[src/rtl/seg_pkg.sv]
// Shared seven-segment display constants: field widths and the hex-to-abcdefg
// glyph table used by every display block on the board.
package seg_pkg;

  localparam int SEG_W     = 8;
  localparam int DIGIT_W   = 4;
  localparam int ABCDEFG_W = 7;

  // Glyphs for 0..F, segment order abcdefg with bit 6 = a, active-high.
  // Entry 15 is listed first because this is a packed array.
  localparam logic [15:0][ABCDEFG_W-1:0] SEG_LUT = {
    7'b1000111,  // F
    7'b1001111,  // E
    7'b0111101,  // d
    7'b1001110,  // C
    7'b0011111,  // b
    7'b1110111,  // A
    7'b1111011,  // 9
    7'b1111111,  // 8
    7'b1110000,  // 7
    7'b1011111,  // 6
    7'b1011011,  // 5
    7'b0110011,  // 4
    7'b1111001,  // 3
    7'b1101101,  // 2
    7'b0110000,  // 1
    7'b1111110   // 0
  };

  // Counter width for a modulo-'value' counter; never narrower than 1 bit.
  function automatic int clog2Min1(input int value);
    return (value > 1) ? $clog2(value) : 1;
  endfunction

endpackage

[src/rtl/seg_hex_decode.sv]
// Pure combinational hex-digit to abcdefg decoder, shared by display blocks.
module seg_hex_decode
  import seg_pkg::*;
(
  input  logic [DIGIT_W-1:0]   i_hex,
  output logic [ABCDEFG_W-1:0] o_seg
);

  assign o_seg = SEG_LUT[i_hex];

endmodule

[src/rtl/seg_scan_ctrl.sv]
// Multiplexed seven-segment scanner: shadowed digit data, per-digit blanking
// and blinking, anti-ghosting dead time at the start of every digit slot and
// selectable pin polarity. Outputs are registered one cycle behind the scan
// counters that select them.
module seg_scan_ctrl
  import seg_pkg::*;
#(
  parameter int NUM_DIGITS     = 8,
  parameter int SCAN_DIV       = 100000,
  parameter int BLANK_CYC      = 1000,
  parameter int BLINK_FRAMES   = 64,
  parameter bit AN_ACTIVE_LOW  = 1'b0,
  parameter bit SEG_ACTIVE_LOW = 1'b0
) (
  input  logic                          i_clk,
  input  logic                          i_rst,
  input  logic                          i_load,
  input  logic [DIGIT_W*NUM_DIGITS-1:0] i_hex_in,
  input  logic [NUM_DIGITS-1:0]         i_dp_in,
  input  logic [NUM_DIGITS-1:0]         i_blank_in,
  input  logic [NUM_DIGITS-1:0]         i_blink_in,
  output logic [NUM_DIGITS-1:0]         o_an,
  output logic [SEG_W-1:0]              o_sseg,
  output logic                          o_frame_tick
);

  localparam int SLOT_W = clog2Min1(SCAN_DIV);
  localparam int IDX_W  = clog2Min1(NUM_DIGITS);
  localparam int FRM_W  = clog2Min1(BLINK_FRAMES);

  localparam logic [SLOT_W-1:0]     SLOT_LAST  = SLOT_W'(SCAN_DIV - 1);
  localparam logic [SLOT_W-1:0]     SLOT_BLANK = SLOT_W'(BLANK_CYC);
  localparam logic [IDX_W-1:0]      IDX_LAST   = IDX_W'(NUM_DIGITS - 1);
  localparam logic [FRM_W-1:0]      FRM_LAST   = FRM_W'(BLINK_FRAMES - 1);
  localparam logic [NUM_DIGITS-1:0] AN_OFF     = {NUM_DIGITS{AN_ACTIVE_LOW}};
  localparam logic [SEG_W-1:0]      SEG_OFF    = {SEG_W{SEG_ACTIVE_LOW}};

  logic [SLOT_W-1:0]             r_slotCnt;
  logic [IDX_W-1:0]              r_digitIdx;
  logic [FRM_W-1:0]              r_frameCnt;
  logic                          r_blinkPhase;
  logic [DIGIT_W*NUM_DIGITS-1:0] r_hexShadow;
  logic [NUM_DIGITS-1:0]         r_dpShadow;
  logic [NUM_DIGITS-1:0]         r_blankShadow;
  logic [NUM_DIGITS-1:0]         r_blinkShadow;
  logic [NUM_DIGITS-1:0]         r_an;
  logic [SEG_W-1:0]              r_sseg;
  logic                          r_frameTick;

  logic                          w_slotWrap;
  logic                          w_digitWrap;
  logic                          w_blinkWrap;
  logic [DIGIT_W-1:0]            w_curHex;
  logic [ABCDEFG_W-1:0]          w_curSegs;
  logic                          w_curDp;
  logic                          w_curBlank;
  logic                          w_curBlink;
  logic                          w_digitOn;
  logic [NUM_DIGITS-1:0]         w_anNext;
  logic [SEG_W-1:0]              w_ssegNext;

  assign w_slotWrap  = (r_slotCnt == SLOT_LAST);
  assign w_digitWrap = w_slotWrap && (r_digitIdx == IDX_LAST);
  assign w_blinkWrap = w_digitWrap && (r_frameCnt == FRM_LAST);

  seg_hex_decode u_decode (
    .i_hex (w_curHex),
    .o_seg (w_curSegs)
  );

  // Capture a coherent snapshot of the display data on the load strobe.
  always_ff @(posedge i_clk) begin
    if (i_rst) begin
      r_hexShadow   <= '0;
      r_dpShadow    <= '0;
      r_blankShadow <= '0;
      r_blinkShadow <= '0;
    end else if (i_load) begin
      r_hexShadow   <= i_hex_in;
      r_dpShadow    <= i_dp_in;
      r_blankShadow <= i_blank_in;
      r_blinkShadow <= i_blink_in;
    end
  end

  // Scan timing chain: slot cycles -> digit index -> frame count -> blink phase.
  always_ff @(posedge i_clk) begin
    if (i_rst) begin
      r_slotCnt    <= '0;
      r_digitIdx   <= '0;
      r_frameCnt   <= '0;
      r_blinkPhase <= 1'b0;
    end else begin
      r_slotCnt <= w_slotWrap ? '0 : r_slotCnt + 1'b1;
      if (w_slotWrap) begin
        r_digitIdx <= (r_digitIdx == IDX_LAST) ? '0 : r_digitIdx + 1'b1;
      end
      if (w_digitWrap) begin
        r_frameCnt <= (r_frameCnt == FRM_LAST) ? '0 : r_frameCnt + 1'b1;
      end
      if (w_blinkWrap) begin
        r_blinkPhase <= ~r_blinkPhase;
      end
    end
  end

  // Select the current digit's shadow data and decide whether it may light up.
  always_comb begin
    w_curHex   = r_hexShadow[r_digitIdx*DIGIT_W +: DIGIT_W];
    w_curDp    = r_dpShadow[r_digitIdx];
    w_curBlank = r_blankShadow[r_digitIdx];
    w_curBlink = r_blinkShadow[r_digitIdx];
    w_digitOn  = (r_slotCnt >= SLOT_BLANK) && !w_curBlank
                 && !(w_curBlink && r_blinkPhase);
    w_anNext   = AN_OFF;
    w_ssegNext = SEG_OFF;
    if (w_digitOn) begin
      w_anNext   = (NUM_DIGITS'(1) << r_digitIdx) ^ AN_OFF;
      w_ssegNext = {w_curDp, w_curSegs} ^ SEG_OFF;
    end
  end

  // Register the pin drive so the board sees glitch-free enables and segments.
  always_ff @(posedge i_clk) begin
    if (i_rst) begin
      r_an        <= AN_OFF;
      r_sseg      <= SEG_OFF;
      r_frameTick <= 1'b0;
    end else begin
      r_an        <= w_anNext;
      r_sseg      <= w_ssegNext;
      r_frameTick <= w_digitWrap;
    end
  end

  assign o_an         = r_an;
  assign o_sseg       = r_sseg;
  assign o_frame_tick = r_frameTick;

endmodule

[config.mk]
export PLATFORM = sky130hd
export DESIGN_NAME = seg_scan_ctrl
export DESIGN_NICKNAME = d
export VERILOG_FILES = /design/src/rtl/seg_pkg.sv /design/src/rtl/seg_hex_decode.sv /design/src/rtl/seg_scan_ctrl.sv
export SDC_FILE = /design/constraint.sdc
export NUM_CORES = 1
export LEC_CHECK = 0
export CAP_MARGIN = 0
export CORE_MARGIN = 2
export CORE_UTILIZATION = 30
export CTS_BUF_LIST = sky130_fd_sc_hd__clkbuf_4 sky130_fd_sc_hd__clkbuf_8 sky130_fd_sc_hd__clkbuf_16
export CTS_CLUSTER_SIZE = 24
export DETAILED_ROUTE_END_ITERATION = 10
export GPL_TIMING_DRIVEN = 0
export PLACE_DENSITY_LB_ADDON = 0.08
export RECOVER_POWER = 25
export SLEW_MARGIN = 20
export SYNTH_ARGS = -nofsm -noshare
export SYNTH_HDL_FRONTEND = slang
export SYNTH_HIERARCHICAL = 1
export SYNTH_SLANG_ARGS = --single-unit
[constraint.sdc]
create_clock -name i_clk -period 2.6 [get_ports i_clk]
set_input_delay 0.39 -clock i_clk [delete_from_list [all_inputs] [get_ports i_clk]]
set_output_delay 0.39 -clock i_clk [all_outputs]
set_load 0.005 [all_outputs]
==> results of run 1 <==
flip-flops by register name, indices dropped and copies added (netlist names):
register       flops
o_an               8
o_frame_tick       1
o_sseg             8
r_blankShadow      8
r_blinkPhase       1
r_blinkShadow      8
r_digitIdx         3
r_dpShadow         8
r_frameCnt         6
r_hexShadow       32
r_slotCnt         17
cells in the mapped netlist, types with 2 or more instances:
| master | count | area share (%) |
|---|---|---|
| and2_1 | 4 | 0.54 |
| mux4_2 | 11 | 5.4 |
| clkbuf_1 | 12 | 0.98 |
| nor3_1 | 6 | 0.65 |
| nand2_1 | 21 | 1.7 |
| dfxtp_1 | 100 | 43 |
| nand4_2 | 2 | 0.54 |
| inv_1 | 17 | 1.4 |
| nand2b_1 | 4 | 0.54 |
| or4_1 | 2 | 0.33 |
| buf_1 | 3 | 0.24 |
| a21oi_1 | 10 | 1.1 |
| nor2b_1 | 5 | 0.68 |
| mux2i_1 | 61 | 13 |
| nand3_1 | 7 | 0.76 |
| buf_6 | 4 | 0.98 |
| and4_1 | 5 | 0.95 |
| mux2_1 | 2 | 0.49 |
| mux2_2 | 9 | 2.2 |
| and3_1 | 2 | 0.27 |
| ha_1 | 15 | 4.1 |
| nand4_1 | 9 | 1.2 |
| o31ai_1 | 4 | 0.65 |
| xor2_1 | 10 | 1.9 |
| mux2_4 | 2 | 0.65 |
| buf_2 | 8 | 0.87 |
| nor2_1 | 84 | 6.8 |
| or3_1 | 3 | 0.41 |
| o21ai_0 | 7 | 0.76 |
| nor4_1 | 4 | 0.54 |
final cells by class:
type | instances | area share [%]
Inverter | 17 | 1.07
Buffer | 27 | 2.66
Clock buffer | 13 | 4.49
Clock inverter | 3 | 1.15
Timing Repair Buffer | 76 | 12.6
Tap cell | 188 | 3.94
Sequential cell | 100 | 33.6
Multi-Input combinational cell | 311 | 40.4
critical path, stage by stage (launching register included):
cell and delay [ns]:
dfxtp_2 0.35, buf_6 0.11, buf_12 0.14, mux4_2 0.53
mux2_4 0.33, inv_2 0.10, ha_1 0.25, mux4_2 0.46
nand2_1 0.07, nor2_1 0.04
power groups by stage:
stage | sequential [mW] | combinational [mW] | clock [mW]
2_1_floorplan | 1.64 | 0.190 | 0
4_1_cts | 1.62 | 0.325 | 1.56
5_1_grt | 1.62 | 0.357 | 1.62
6_report | 1.62 | 0.324 | 1.50
3_3_place_gp | 1.65 | 0.319 | 0
3_5_place_dp | 1.65 | 0.322 | 0
repair_timing:
action | 4_1_cts | 5_1_grt
setup endpoints to repair | 7 | 2
setup buffers | 1 | 2
resized for setup | 9 | 5
metal layers:
metal  up-vias  part of all wire [%]  global-route usage, %
met5         -                     0                      0
met4         0                   1.2                   3.88
met3         9                   4.7                   4.42
met2        50                    46                   22.8
met1      1625                    48                   18.9
li1       1767                     -                      -
final timing paths:
path | start | cells past startpoint | slack (ns) | endpoint
setup / recovery | r_digitIdx[0] | 9 | 0.12 | o_sseg[3]
hold / removal | r_slotCnt[0] | 1 | 0.48 | r_slotCnt[0]
setup reg to reg | r_digitIdx[0] | 9 | 0.12 | o_sseg[3]
hold reg to reg | r_slotCnt[0] | 1 | 0.48 | r_slotCnt[0]
cell families (layout without fill, tap and decap cells):
logic type               after synthesis  count (layout)  synth area share (%)
AND/OR/NAND/NOR                      163             163                  17.3
flip-flops                           100             100                  43.4
multiplexers                          86              86                  22.5
buffers and inverters                 45             136                  4.61
AO/OA/AOI/OAI                         36              36                  6.00
adder cells (fa/ha/maj)               15              15                  4.07
XOR/XNOR                              11              11                  2.09
per-stage QoR:
| stage | util [%] | std cells | setup slack (ns) |
|---|---|---|---|
| 2_1_floorplan | - | 456 | 0.00575 |
| 3_3_place_gp | 37.0 | 717 | -0.585 |
| 3_5_place_dp | 37.0 | 717 | -0.631 |
| 4_1_cts | 39.4 | 733 | 0.0378 |
| 5_1_grt | 39.5 | 735 | 0.0195 |
| 6_report | 39.5 | 735 | 0.118 |
==> impl_metrics.yaml, run 1 <==
run_status:
  outcome: "finished, final reports clean"
detailed_routing:
  drt-initial-drc-count: 125
  drtPass1Iterations: 4
  drc: 0
  vias: 3451
  antenna_left: 0
  viasPerCell: 4.70
  wire_per_inst_um: 15.1
  drt-total-wl_mm: 11.1
placement:
  gp_congestion: 0.783
  place_hpwl_mm: 8.17
  portBuffers: 73
  placed_area_um2: 5580
sta:
  finClkSkew_ns: 0.00810
  rsz0062_at_grt: "false"
  slew_headroom_pct: 52.4
  hold_viol: 0
  hold_slack_ns: 0.475
  period_share_pct: 95.4
  slew_violations: 0
  timing.final.crit_period_ns: 2.48
  worst_pin_slew_ns: 0.713
  fmax_mhz: 403
  fin_setup_tns_ns: 0
  setup_viol: 0
worst_setup_path:
  cp_data_required_time_ns: 2.84
  crit_fanout: 10
  path_class: "register to register"
  cp-end-kind: "register"
  crit_arrival_ns: 2.73
  cp-start-kind: "register"
clock_network:
  ctsRootBufferMaster: "clkbuf_16"
  hold_buffers: 0
  cts_buffers: 9
  clk_pin_slew_worst_paths_ns: 0.07
  clock_sinks: 100
  cts_tree: "yes"
  clkLatencyLatePin_ns: 0.35
  max-clock-path-buffers: 2
  h-tree-depth: 3
logic_synthesis:
  ys_seq_area_share_pct: 43.4
  synth_cell_types: 53
  syn_avg_cell_area_um2: 10.1
  syn_area_um2: 4610
  yosysWarningCount: 6
  syn_nets: 530
  synth_flop_cell: "dfxtp_1"
  synth_cells: 456
  synth_edf_count: 0
  synth-seq-cells: 100
  async_flop_share_pct: 0
pwr:
  leakage_nw: 2.47
  max-vdd-ir-drop_uv: 413
  pwr-share-seq_pct: 47.0
  p_sw_share_pct: 21.8
  combPwrFrac_pct: 9.4
  p_clk_share_pct: 43.5
  power.internal_mw: 2.69
  power_density_nw_per_um2: 577
  switchingPower_uw: 750
  p_total_mw: 3.44
die:
  coreArea_um2: 15100
  io_pins: 76
  initial_core_util_pct: 30.5
  die_w_um: 128
  fp.dieH_um: 128
  num_rows: 45
  dieArea_um2: 16400
layout:
  fin_nets: 616
  area_delta_synth_final_pct: 29.4
  num_antenna_cells: 0
  drive_above_1_share_pct: 12.4
  ff_latch_area_um2: 2000
  multi_input_area_um2: 2410
  design_area_um2: 5960
  fillers: 1508
  final_cell_mix: "dfxtp_1, nor2_1, mux2i_1"
  layout_commonest_cell: "dfxtp_1"
global_route:
  grt_overflow_total: 0
  antenna_found_initial: 0
  grt_pass1_vias: 3372
  grt_pass1_wl_mm: 18.1
  grt_max_degree: 20
  grt_use_total_pct: 14.3
worst_hold_path:
  hold_path_class: "register to register"
run:
  drv_cap: 0
No activity file was read; power rests on OpenSTA's default activity.
==> inputs of run 2 (changes only) <==
--- a/config.mk
+++ b/config.mk
@@ -14,6 +14,7 @@
 export GPL_TIMING_DRIVEN = 0
 export PLACE_DENSITY_LB_ADDON = 0.08
 export RECOVER_POWER = 25
+export SKIP_CTS_REPAIR_TIMING = 1
 export SLEW_MARGIN = 20
 export SYNTH_ARGS = -nofsm -noshare
 export SYNTH_HDL_FRONTEND = slang
==> constraint.sdc (replaced) <==
create_clock -name i_clk -period 2.6 [get_ports i_clk]
set_input_delay 0.39 -clock i_clk [delete_from_list [all_inputs] [get_ports i_clk]]
set_output_delay 0.39 -clock i_clk [all_outputs]
set_load 0.02 [all_outputs]
==> run 2 against run 1 <==
Combinational power is essentially flat. Hold slack is the same. Worst setup slack gained 0.0012 ns. Clock power is essentially flat. Maximum frequency is essentially flat. Final cell count grew 0.54%. Clock skew is essentially flat. First-iteration DRC count shrank 2.4%. Highest routed layer unchanged.
==> impl_metrics.yaml, run 2 (same netlist as run 1, synthesis figures left out) <==
run_status:
  outcome: "finished, final reports clean"
placement:
  place_hpwl_mm: 8.17
  dp.cells: 717
  gp_congestion: 0.783
  portBuffers: 73
detailed_routing:
  vias: 3464
  drt-initial-drc-count: 122
  wire_per_inst_um: 15.1
  drtPass1Iterations: 6
  antenna_left: 0
  viasPerCell: 4.69
  drt-total-wl_mm: 11.2
  drc: 0
worst_setup_path:
  r2r-start: "r_digitIdx[0]"
  reg2reg_depth: 9
  endpoint: "o_sseg[3]"
  r2r-end: "o_sseg[3]"
  cpLargestDelayFamily: "multiplexers"
  critPathLaunch: "r_digitIdx[0]"
  crit_fanout: 8
  crit_arrival_ns: 2.73
  cp_data_required_time_ns: 2.85
  crit_top_cell: "mux4_2"
  critPathSlowestCell: "mux4_2"
  crit_path_cell_trace: "buf_6 -> buf_12 -> mux4_2 -> mux2_4 -> inv_2 -> ha_1 -> mux4_2 -> nand2_1 -> nor2_1"
  cp-start-kind: "register"
  path_class: "register to register"
  cp-end-kind: "register"
  r2r_setup_slack_ns: 0.12
  critical-path-max-stage-delay_ns: 0.53
  crit_buf_inv: 3
  worst-path-stages: 9
die:
  die_w_um: 128
  io_pins: 76
  dieArea_um2: 16400
  num_rows: 45
  initial_core_util_pct: 30.5
  fp.dieH_um: 128
  coreArea_um2: 15100
clock_network:
  cts_tree: "yes"
  clk_pin_slew_worst_paths_ns: 0.07
  h-tree-depth: 3
  clock_sinks: 100
  max-clock-path-buffers: 2
  ctsRootBufferMaster: "clkbuf_16"
  cts_buffers: 9
  clkLatencyLatePin_ns: 0.35
sta:
  hold_viol: 0
  worst_pin_slew_ns: 0.714
  fmax_mhz: 403
  rsz0062_at_grt: "false"
  setup_viol: 0
  slew_violations: 0
  slew_headroom_pct: 52.4
  period_share_pct: 95.4
  hold_slack_ns: 0.475
  finClkSkew_ns: 0.00768
  fin_setup_tns_ns: 0
  timing.final.crit_period_ns: 2.48
layout:
  top_register: "r_hexShadow"
  layout_commonest_cell: "dfxtp_1"
  drive_above_1_share_pct: 13.1
  final_cells: 739
  num_antenna_cells: 0
  largest_reg_flops: 32
  largestRegisters: "r_hexShadow x32, r_slotCnt x17"
  fin_nets: 620
  final_cell_mix: "dfxtp_1, nor2_1, mux2i_1"
  area_delta_synth_final_pct: 30.0
pwr:
  leakage_nw: 2.49
  power_density_nw_per_um2: 574
  max-vdd-ir-drop_uv: 413
global_route:
  grt_max_degree: 16
  grt_pass1_wl_mm: 18.2
  grt_overflow_total: 0
  grt_use_total_pct: 14.4
  antenna_found_initial: 0
  grt_pass1_vias: 3378
worst_hold_path:
  hold_path_class: "register to register"
run:
  drv_cap: 0
## run 2: cell count changes in the layout (fill, tap and decap cells not counted)
cell   change
buf_4      +4
## run 2: worst min-delay path by stage
stage | startpoint | endpoint | slack (ns) | depth (start not counted)
2_1_floorplan | r_slotCnt[0] | r_slotCnt[0] | 0.44 | 1
3_3_place_gp | r_slotCnt[0] | r_slotCnt[0] | 0.46 | 1
3_5_place_dp | r_slotCnt[0] | r_slotCnt[0] | 0.47 | 1
4_1_cts | r_slotCnt[0] | r_slotCnt[0] | 0.48 | 1
5_1_grt | r_blinkShadow[0] | r_blinkShadow[0] | 0.52 | 2
6_report | r_slotCnt[0] | r_slotCnt[0] | 0.48 | 1
## run 2: area by class of cell
type                            count  area, um2
Fill cell                        1508       9100
Multi-Input combinational cell    311       2410
Sequential cell                   100       2000
Timing Repair Buffer               80        783
Clock buffer                       13        268
Tap cell                          188        235
Buffer                             27        159
Clock inverter                      3       68.8
Inverter                           17       63.8
## run 2: metal layers
metal	vias up	GRT usage, %	wire length, um
met2	51	22.9	5080
met4	0	3.88	129
met5	-	0	0
met3	9	4.42	513
li1	1774	-	-
met1	1630	18.9	5440
## run 2: through the flow
stage / worst slack, ns / power, mW / cell area [um2] / util [%]
3_3_place_gp: -0.585 / 1.97 / 5580 / 37.0
2_1_floorplan: 0.00575 / 1.83 / 4610 / -
3_5_place_dp: -0.631 / 1.97 / 5580 / 37.0
5_1_grt: 0.0204 / 3.60 / 5990 / 39.7
4_1_cts: -0.642 / 3.50 / 5910 / 39.2
6_report: 0.120 / 3.44 / 5990 / 39.7
## run 2: where the power goes
part / internal [mW] / switching, mW
combinational: 0.184 / 0.140
sequential: 1.59 / 0.0312
clock: 0.920 / 0.580
total: 2.69 / 0.751
